### config.mk
export PLATFORM = sky130hd
export DESIGN_NAME = stream_fifo
export DESIGN_NICKNAME = d
export VERILOG_FILES = /design/src/rtl/stream_fifo.sv
export SDC_FILE = /design/constraint.sdc
export NUM_CORES = 1
export LEC_CHECK = 0
export ABC_CLOCK_PERIOD_IN_PS = 3400
export BUFFER_PORTS_ARGS = -buffer_cell sky130_fd_sc_hd__buf_4
export CORE_UTILIZATION = 45
export DETAILED_ROUTE_END_ITERATION = 7
export PLACE_DENSITY = 0.69
export SETUP_SLACK_MARGIN = 0.15
export SLEW_MARGIN = 20
export SYNTH_ARGS = -nofsm -noshare
export SYNTH_HDL_FRONTEND = slang
export SYNTH_SLANG_ARGS = --single-unit
### constraint.sdc
create_clock -name clk -period 3.4 [get_ports clk]
set_clock_uncertainty 0.05 [all_clocks]
set_input_delay 0.51 -clock clk [delete_from_list [all_inputs] [get_ports clk]]
set_output_delay 0.51 -clock clk [all_outputs]
set_load 0.02 [all_outputs]
### src/rtl/stream_fifo.sv
// stream_fifo: first-word-fall-through FIFO with valid/ready on both sides.
// The head entry is presented from a register (out_data), so every output
// is a flop and there is no combinational path from input to output.
//
// Handshake: a transfer happens on a rising clk edge when valid && ready
// on that side. The producer holds in_data stable while in_valid is high
// and in_ready is low. The FIFO holds out_data/out_valid stable while
// out_valid is high and out_ready is low. in_ready depends only on
// internal state, never on out_ready.
module stream_fifo #(
  parameter int DATA_WIDTH = 8,
  parameter int ADDR_WIDTH = 4,
  parameter int AF_LEVEL   = 12
) (
  input  logic                  clk,
  input  logic                  rst,
  input  logic [DATA_WIDTH-1:0] in_data,
  input  logic                  in_valid,
  output logic                  in_ready,
  output logic [DATA_WIDTH-1:0] out_data,
  output logic                  out_valid,
  input  logic                  out_ready,
  output logic [ADDR_WIDTH:0]   count,
  output logic                  almost_full
);

  localparam int DEPTH = 1 << ADDR_WIDTH;
  localparam int CW    = ADDR_WIDTH + 1;
  localparam logic [CW-1:0] DEPTH_C = CW'(DEPTH);
  localparam logic [CW-1:0] AF_C    = CW'(AF_LEVEL);

  logic [DATA_WIDTH-1:0] mem_q [DEPTH];

  logic [ADDR_WIDTH-1:0] wr_ptr_q, wr_ptr_d;
  logic [ADDR_WIDTH-1:0] rd_ptr_q, rd_ptr_d;
  logic [CW-1:0]         count_q, count_d;
  logic                  in_ready_q, in_ready_d;
  logic                  out_valid_q, out_valid_d;
  logic [DATA_WIDTH-1:0] out_data_q, out_data_d;
  logic                  almost_full_q, almost_full_d;
  logic                  push, pop;

  // Handshake decode and next-state computation for pointers, count and outputs.
  always_comb begin
    push          = in_valid && in_ready_q;
    pop           = out_valid_q && out_ready;
    wr_ptr_d      = wr_ptr_q;
    rd_ptr_d      = rd_ptr_q;
    count_d       = count_q;
    out_data_d    = out_data_q;

    if (push) wr_ptr_d = wr_ptr_q + ADDR_WIDTH'(1);
    if (pop)  rd_ptr_d = rd_ptr_q + ADDR_WIDTH'(1);

    case ({push, pop})
      2'b10:   count_d = count_q + CW'(1);
      2'b01:   count_d = count_q - CW'(1);
      default: count_d = count_q;
    endcase

    // The new head is the incoming word when it lands exactly at the next
    // read slot (FIFO empty after this edge's pop); otherwise it is in memory.
    if (count_d != '0) begin
      if (push && (wr_ptr_q == rd_ptr_d)) out_data_d = in_data;
      else                                out_data_d = mem_q[rd_ptr_d];
    end

    out_valid_d   = (count_d != '0);
    in_ready_d    = (count_d != DEPTH_C);
    almost_full_d = (count_d >= AF_C);
  end

  // State registers; asynchronous reset clears everything but the storage.
  always_ff @(posedge clk or posedge rst) begin
    if (rst) begin
      wr_ptr_q      <= '0;
      rd_ptr_q      <= '0;
      count_q       <= '0;
      in_ready_q    <= 1'b0;
      out_valid_q   <= 1'b0;
      out_data_q    <= '0;
      almost_full_q <= 1'b0;
    end else begin
      wr_ptr_q      <= wr_ptr_d;
      rd_ptr_q      <= rd_ptr_d;
      count_q       <= count_d;
      in_ready_q    <= in_ready_d;
      out_valid_q   <= out_valid_d;
      out_data_q    <= out_data_d;
      almost_full_q <= almost_full_d;
    end
  end

  // Storage write on an accepted push; contents are never reset.
  always_ff @(posedge clk) begin
    if (push) mem_q[wr_ptr_q] <= in_data;
  end

  assign in_ready    = in_ready_q;
  assign out_valid   = out_valid_q;
  assign out_data    = out_data_q;
  assign count       = count_q;
  assign almost_full = almost_full_q;

endmodule
* Yosys cells after proc, flatten, opt, wreduce, memory -nomap -nowiden
Memories as Yosys holds them, arrays and structs flattened. A register that Yosys moved wholly into a read port is not among the register bits.
Index checks and enable logic that the tools add are counted.
** Storage, ports and cells
- Register bits after elaboration :: 16
- RAM bits :: 128
- Input bits :: 12
- Output and inout bits :: 16
- Memories :: 1
** Operators by class
- $add $sub $neg :: 4
- Order comparisons :: 1
- Equality and inequality tests :: 3
- Multiplexer cells :: 4
- Reductions and logical operators :: 3
** Memory list
- mem_q :: words 16, width 8, read ports 1, clocked after memory_dff 1, write ports 1, RTL line 32 : logic [DATA_WIDTH-1:0] mem_q [DEPTH];
** Operator list (number)
- case mux 5 bit (2 select lines) :: 1
- adder 4 x 1 -> 4 bit (second input constant) :: 2
- adder 5 x 1 -> 5 bit (second input constant) :: 1
- greater-or-equal comparator 5 x 4 -> 1 bit (second input constant) :: 1
- != test 5 bit (second input constant) :: 1
- nonzero test 5 bit :: 1
- subtractor 5 x 1 -> 5 bit (second input constant) :: 1
- 2-to-1 mux 4 bit :: 1
- == test 2 x 1 -> 1 bit (second input constant) :: 1
- == test 2 bit (second input constant) :: 1
- logical AND 1 bit :: 2
- 2-to-1 mux 1 bit :: 2

* Depth between registers and ports, before layout
- Word-level depth :: 4
- Gate-level depth with buffers :: 16

* Worst setup path before layout
Ideal clock, no wire load.
- Path kind :: in2reg
- Start :: in out_ready
- End :: reg out_data_q[0], in the netlist out_data[0] (read register of mem_q)
- Setup time :: 127 ps
- Arrival time :: 2957 ps
- Required time :: 3223 ps
- Slack :: 266 ps
- Cell stages on the path :: 16
- Path buffers :: 5
- Cells stage by stage :: buf_4 > nand2_2 > inv_2 > buf_4 > buf_2 > ha_1 > buf_4 > xor2_1 > ha_1 > a21oi_1 > mux2i_1 > xnor2_1 > o211a_1 > buf_2 > nand2_2 > a2bb2oi_1
** Between the ends
- Longest elaborated chain between the ends :: 4
** Ends and longest elaborated chain
- from (decl) :: RTL line 22 : input logic out_ready,
- logical AND 1 bit (*) :: RTL line 46 : pop = out_valid_q && out_ready;
- == test 2 x 1 -> 1 bit / == test 2 bit (equally long branches) :: RTL line 55 : case ({push, pop})
- case mux 5 bit (2 select lines) (*) :: RTL line 55
- nonzero test 5 bit (*)
- named net out_valid_d :: RTL line 38 : logic out_valid_q, out_valid_d;
- to (decl) :: RTL line 39 : logic [DATA_WIDTH-1:0] out_data_q, out_data_d;
Mark *: on every way through the listed nets, which the timed path passes. The rest lies on a longest branch.
A chain may end at the register's enable or synchronous reset.

* Worst setup path after layout
- Start :: reg rd_ptr_q[0]
- End :: reg out_data_q[4], in the netlist out_data[4] (read register of mem_q)
** Between the ends
- Longest elaborated chain between the ends :: 2
** Ends and longest elaborated chain
- from (decl) :: RTL line 35 : logic [ADDR_WIDTH-1:0] rd_ptr_q, rd_ptr_d;
- from (signal assigned) :: RTL line 85 : rd_ptr_q <= rd_ptr_d;
- adder 4 x 1 -> 4 bit :: RTL line 53 : if (pop) rd_ptr_d = rd_ptr_q + ADDR_WIDTH'(1);
- 2-to-1 mux 4 bit (*) :: RTL line 53
Mark *: on every way between the ends. The rest lies on a longest branch, timed or not.

==> results.py <==
metrics = {
    "place": {
        "dpl_cell_area_um2": 7870,
        "dp_slack_ns": 0.241,
        "gp_congestion": 0.829,
        "io_buffers": 27,
        "dpl.hpwl_mm": 11.7,
        "place_inst": 784,
    },
    "floorplanning": {
        "row_count": 46,
        "start_util": 0.468,
        "chipWidth_um": 131,
        "dieArea_um2": 17300,
        "coreArea_um2": 16100,
        "die_h_um": 131,
        "num_io_pins": 28,
    },
    "yosys": {
        "ys_seq_area_frac": 0.590,
        "netlist_instances": 568,
        "synth_edf_count": 128,
        "syn_avg_cell_area_um2": 13.3,
        "yosysWarningCount": 0,
        "yosys.area.top_type": "edfxtp_1",
        "synthArstFlopShare": 0.158,
        "synth_top_area_frac": 0.510,
        "synth_area_um2": 7540,
        "yosys_most_used_dff": "edfxtp_1",
        "synthDistinctLibCells": 71,
        "ys_ff_latch": 152,
        "synth_nets": 588,
        "yosys-top-cells-area": "edfxtp_1 (51%), dfrtp_1 (8.0%), a211oi_1 (4.5%)",
    },
    "drt": {
        "wl_per_cell_um": 22.1,
        "drtPass1Iterations": 5,
        "top_layer_used": "met4",
        "wl_met2_mm": 8.32,
        "wl_met3_mm": 1.34,
        "routed_wl_mm": 18.0,
        "wl_met1_mm": 7.89,
        "first_iter_violations": 548,
        "vias": 5064,
        "drtAntennaViolNets": 0,
        "post-route-drc-count": 0,
        "via_per_inst": 6.21,
    },
    "worst_setup_path": {
        "reg2reg_slack_ns": 0.46,
        "crit_type": "register to register",
        "cp-end-kind": "register",
        "worst_r2r_path_depth": 7,
        "cp-start-kind": "register",
        "critical_path_required_ns": 3.70,
        "reg2reg_to": "out_data[4]$_DFFE_PP0P_",
        "crit_fanout": 14,
        "worstPathArrival_ns": 3.23,
        "r2r-start": "rd_ptr_q[0]$_DFF_PP0_",
    },
    "sta": {
        "post-route-period-util": 0.863,
        "rsz0062_at_grt": "false",
        "slew_headroom": 0.392,
        "tightest_slew_ns": 0.911,
        "worst_hold_slack_ns": 0.237,
        "setup_tns_ns": 0,
        "fmax_ghz": 0.341,
        "slew_violations": 0,
        "min_period_ns": 2.94,
        "setup_viol": 0,
        "setup_ws_ns": 0.465,
        "hold_viol_final": 0,
    },
    "clock_network": {
        "cts_sinks": 152,
        "htree_levels": 4,
        "numCtsBuffers": 17,
        "cts_root_buf": "clkbuf_16",
        "cts_hold_buffers": 0,
        "postCtsSetupRepairBufs": 0,
        "clk_latency_ns": 0.42,
        "clockBufferDepth": 2,
        "post_cts_resized": 0,
        "clk_pin_slew_worst_paths_ns": 0.06,
        "cts_tree": "built",
    },
    "global_routing": {
        "grt_pass1_vias": 4914,
        "grt_overflow": 0,
        "grt_pass1_wl_mm": 28.2,
        "grt_max_degree": 44,
        "grt_usage": 0.217,
        "antenna_found_initial": 0,
    },
    "layout": {
        "stdcell_count": 816,
        "final_nets": 607,
        "finalInstanceArea_um2": 8470,
        "antenna_cells": 0,
        "drive_above_1_share": 0.183,
        "area_growth_pct": 12.3,
    },
    "power": {
        "irDropWorstVdd_mv": 0.449,
        "leakage_nw": 2.99,
        "powerDensity_nw_per_um2": 972,
    },
    "worst_hold_path": {
        "holdCritPathClass": "input port to async pin",
    },
    "run_status": {
        "status": "completed",
    },
    "job": {
        "maxCapViolCount": 0,
    },
}
[kinds of logic after synthesis]
logic type	share of synthesized area
xor gates and xnor gates	0.0247
DFF	0.590
muxes	0.0533
and+or+nand+nor	0.0940
AOI/OAI and AO/OA	0.179
buffers and inverters	0.0458
adders and majority gates	0.0133
[final cells by class]
cell class	instances	area (µm²)
flip-flops and latches	152	4450
clock buffers	18	429
well taps	216	270
clock inverters	14	163
fillers	1322	7650
multi-input cells	352	2750
inverters	19	73.8
repair buffers	45	338
[where the power goes]
group | leakage [nW] | internal, mW | switching, mW
clock | 0.288 | 1.10 | 0.792
sequential | 1.43 | 2.34 | 0.253
combinational | 1.28 | 1.46 | 2.28
total | 2.99 | 4.91 | 3.33
[registers in the layout, indices dropped and copies added (netlist names)]
name and flops:
wr_ptr_q 4, in_ready 1, count 5, rd_ptr_q 4, out_data 8, mem_q 128, almost_full 1, out_valid 1
[cells in the mapped netlist, types with 2 or more instances]
cell type,instances
edfxtp_1,128
a211oi_1,45
and3_1,31
mux2i_1,30
dfrtp_1,24
nor2_1,24
a22oi_1,21
buf_2,19
nor3_1,19
a21oi_1,17
inv_1,16
nand2_1,12
clkbuf_1,11
nand2b_1,10
xnor2_1,10
buf_4,9
a2bb2oi_1,8
ha_1,8
o211ai_1,8
o22ai_1,8
a221oi_1,7
o41ai_2,7
a311oi_1,6
buf_6,6
nand3_1,6
nor2b_1,6
o221ai_1,6
o41ai_1,5
o21ai_0,4
mux2_2,3
mux4_2,3
xor2_1,3
xor2_2,3
a211o_1,2
a21o_1,2
a311o_1,2
inv_2,2
nand2_2,2
nand3b_1,2
or3_1,2
[cell usage in the layout (no fill, tap or decap), types with 3 or more instances in the layout]
master / n
a211oi_1: 45
a311oi_1: 6
edfxtp_1: 128
o211ai_1: 8
o221ai_1: 6
and3_1: 31
buf_4: 45
nor2_1: 24
xor2_2: 3
nand3_1: 6
a2bb2oi_1: 8
a21oi_1: 17
mux4_2: 3
clkbuf_16: 17
o21ai_0: 4
inv_1: 16
nor3_1: 19
o41ai_2: 7
clkinv_4: 4
nand2b_1: 10
inv_6: 5
a221oi_1: 7
o22ai_1: 8
dfrtp_1: 23
a22oi_1: 21
xnor2_1: 10
mux2_2: 3
mux2i_1: 30
o41ai_1: 5
nand2_1: 12
xor2_1: 3
ha_1: 8
nor2b_1: 6
[routing by layer]
layer  vias to the layer above  track usage
met5                         -            0
met1                      2502        0.302
met4                         0       0.0782
met2                       227        0.323
met3                        34       0.0610
li1                       2301            -
[worst max-delay path: stages (launching register included)]
cell and delay (ns):
dfrtp_2 0.41, ha_1 0.60, nand3_1 0.36, o22ai_1 0.23
a311oi_1 0.06, o41ai_1 0.74, o211ai_1 0.21, a2bb2oi_1 0.19
[per-stage QoR]
stage / util / power (mW)
finish: 0.525 / 8.23
floorplan: - / 5.31
global route: 0.525 / 8.64
CTS: 0.525 / 8.22
detailed placement: 0.489 / 6.32
global placement: 0.489 / 6.24
[worst max path at each step]
stage,end,startpoint,slack (ns),depth (start not counted)
floorplan,out_data[0]$_DFFE_PP0P_,out_ready,0.27,16
global placement,out_data[6]$_DFFE_PP0P_,out_ready,0.33,10
detailed placement,out_data[0]$_DFFE_PP0P_,out_ready,0.24,10
CTS,out_data[5]$_DFFE_PP0P_,rd_ptr_q[0]$_DFF_PP0_,0.40,7
global route,out_data[5]$_DFFE_PP0P_,rd_ptr_q[0]$_DFF_PP0_,0.22,7
finish,out_data[4]$_DFFE_PP0P_,rd_ptr_q[0]$_DFF_PP0_,0.46,7
No activity file was read; power rests on OpenSTA's default activity.
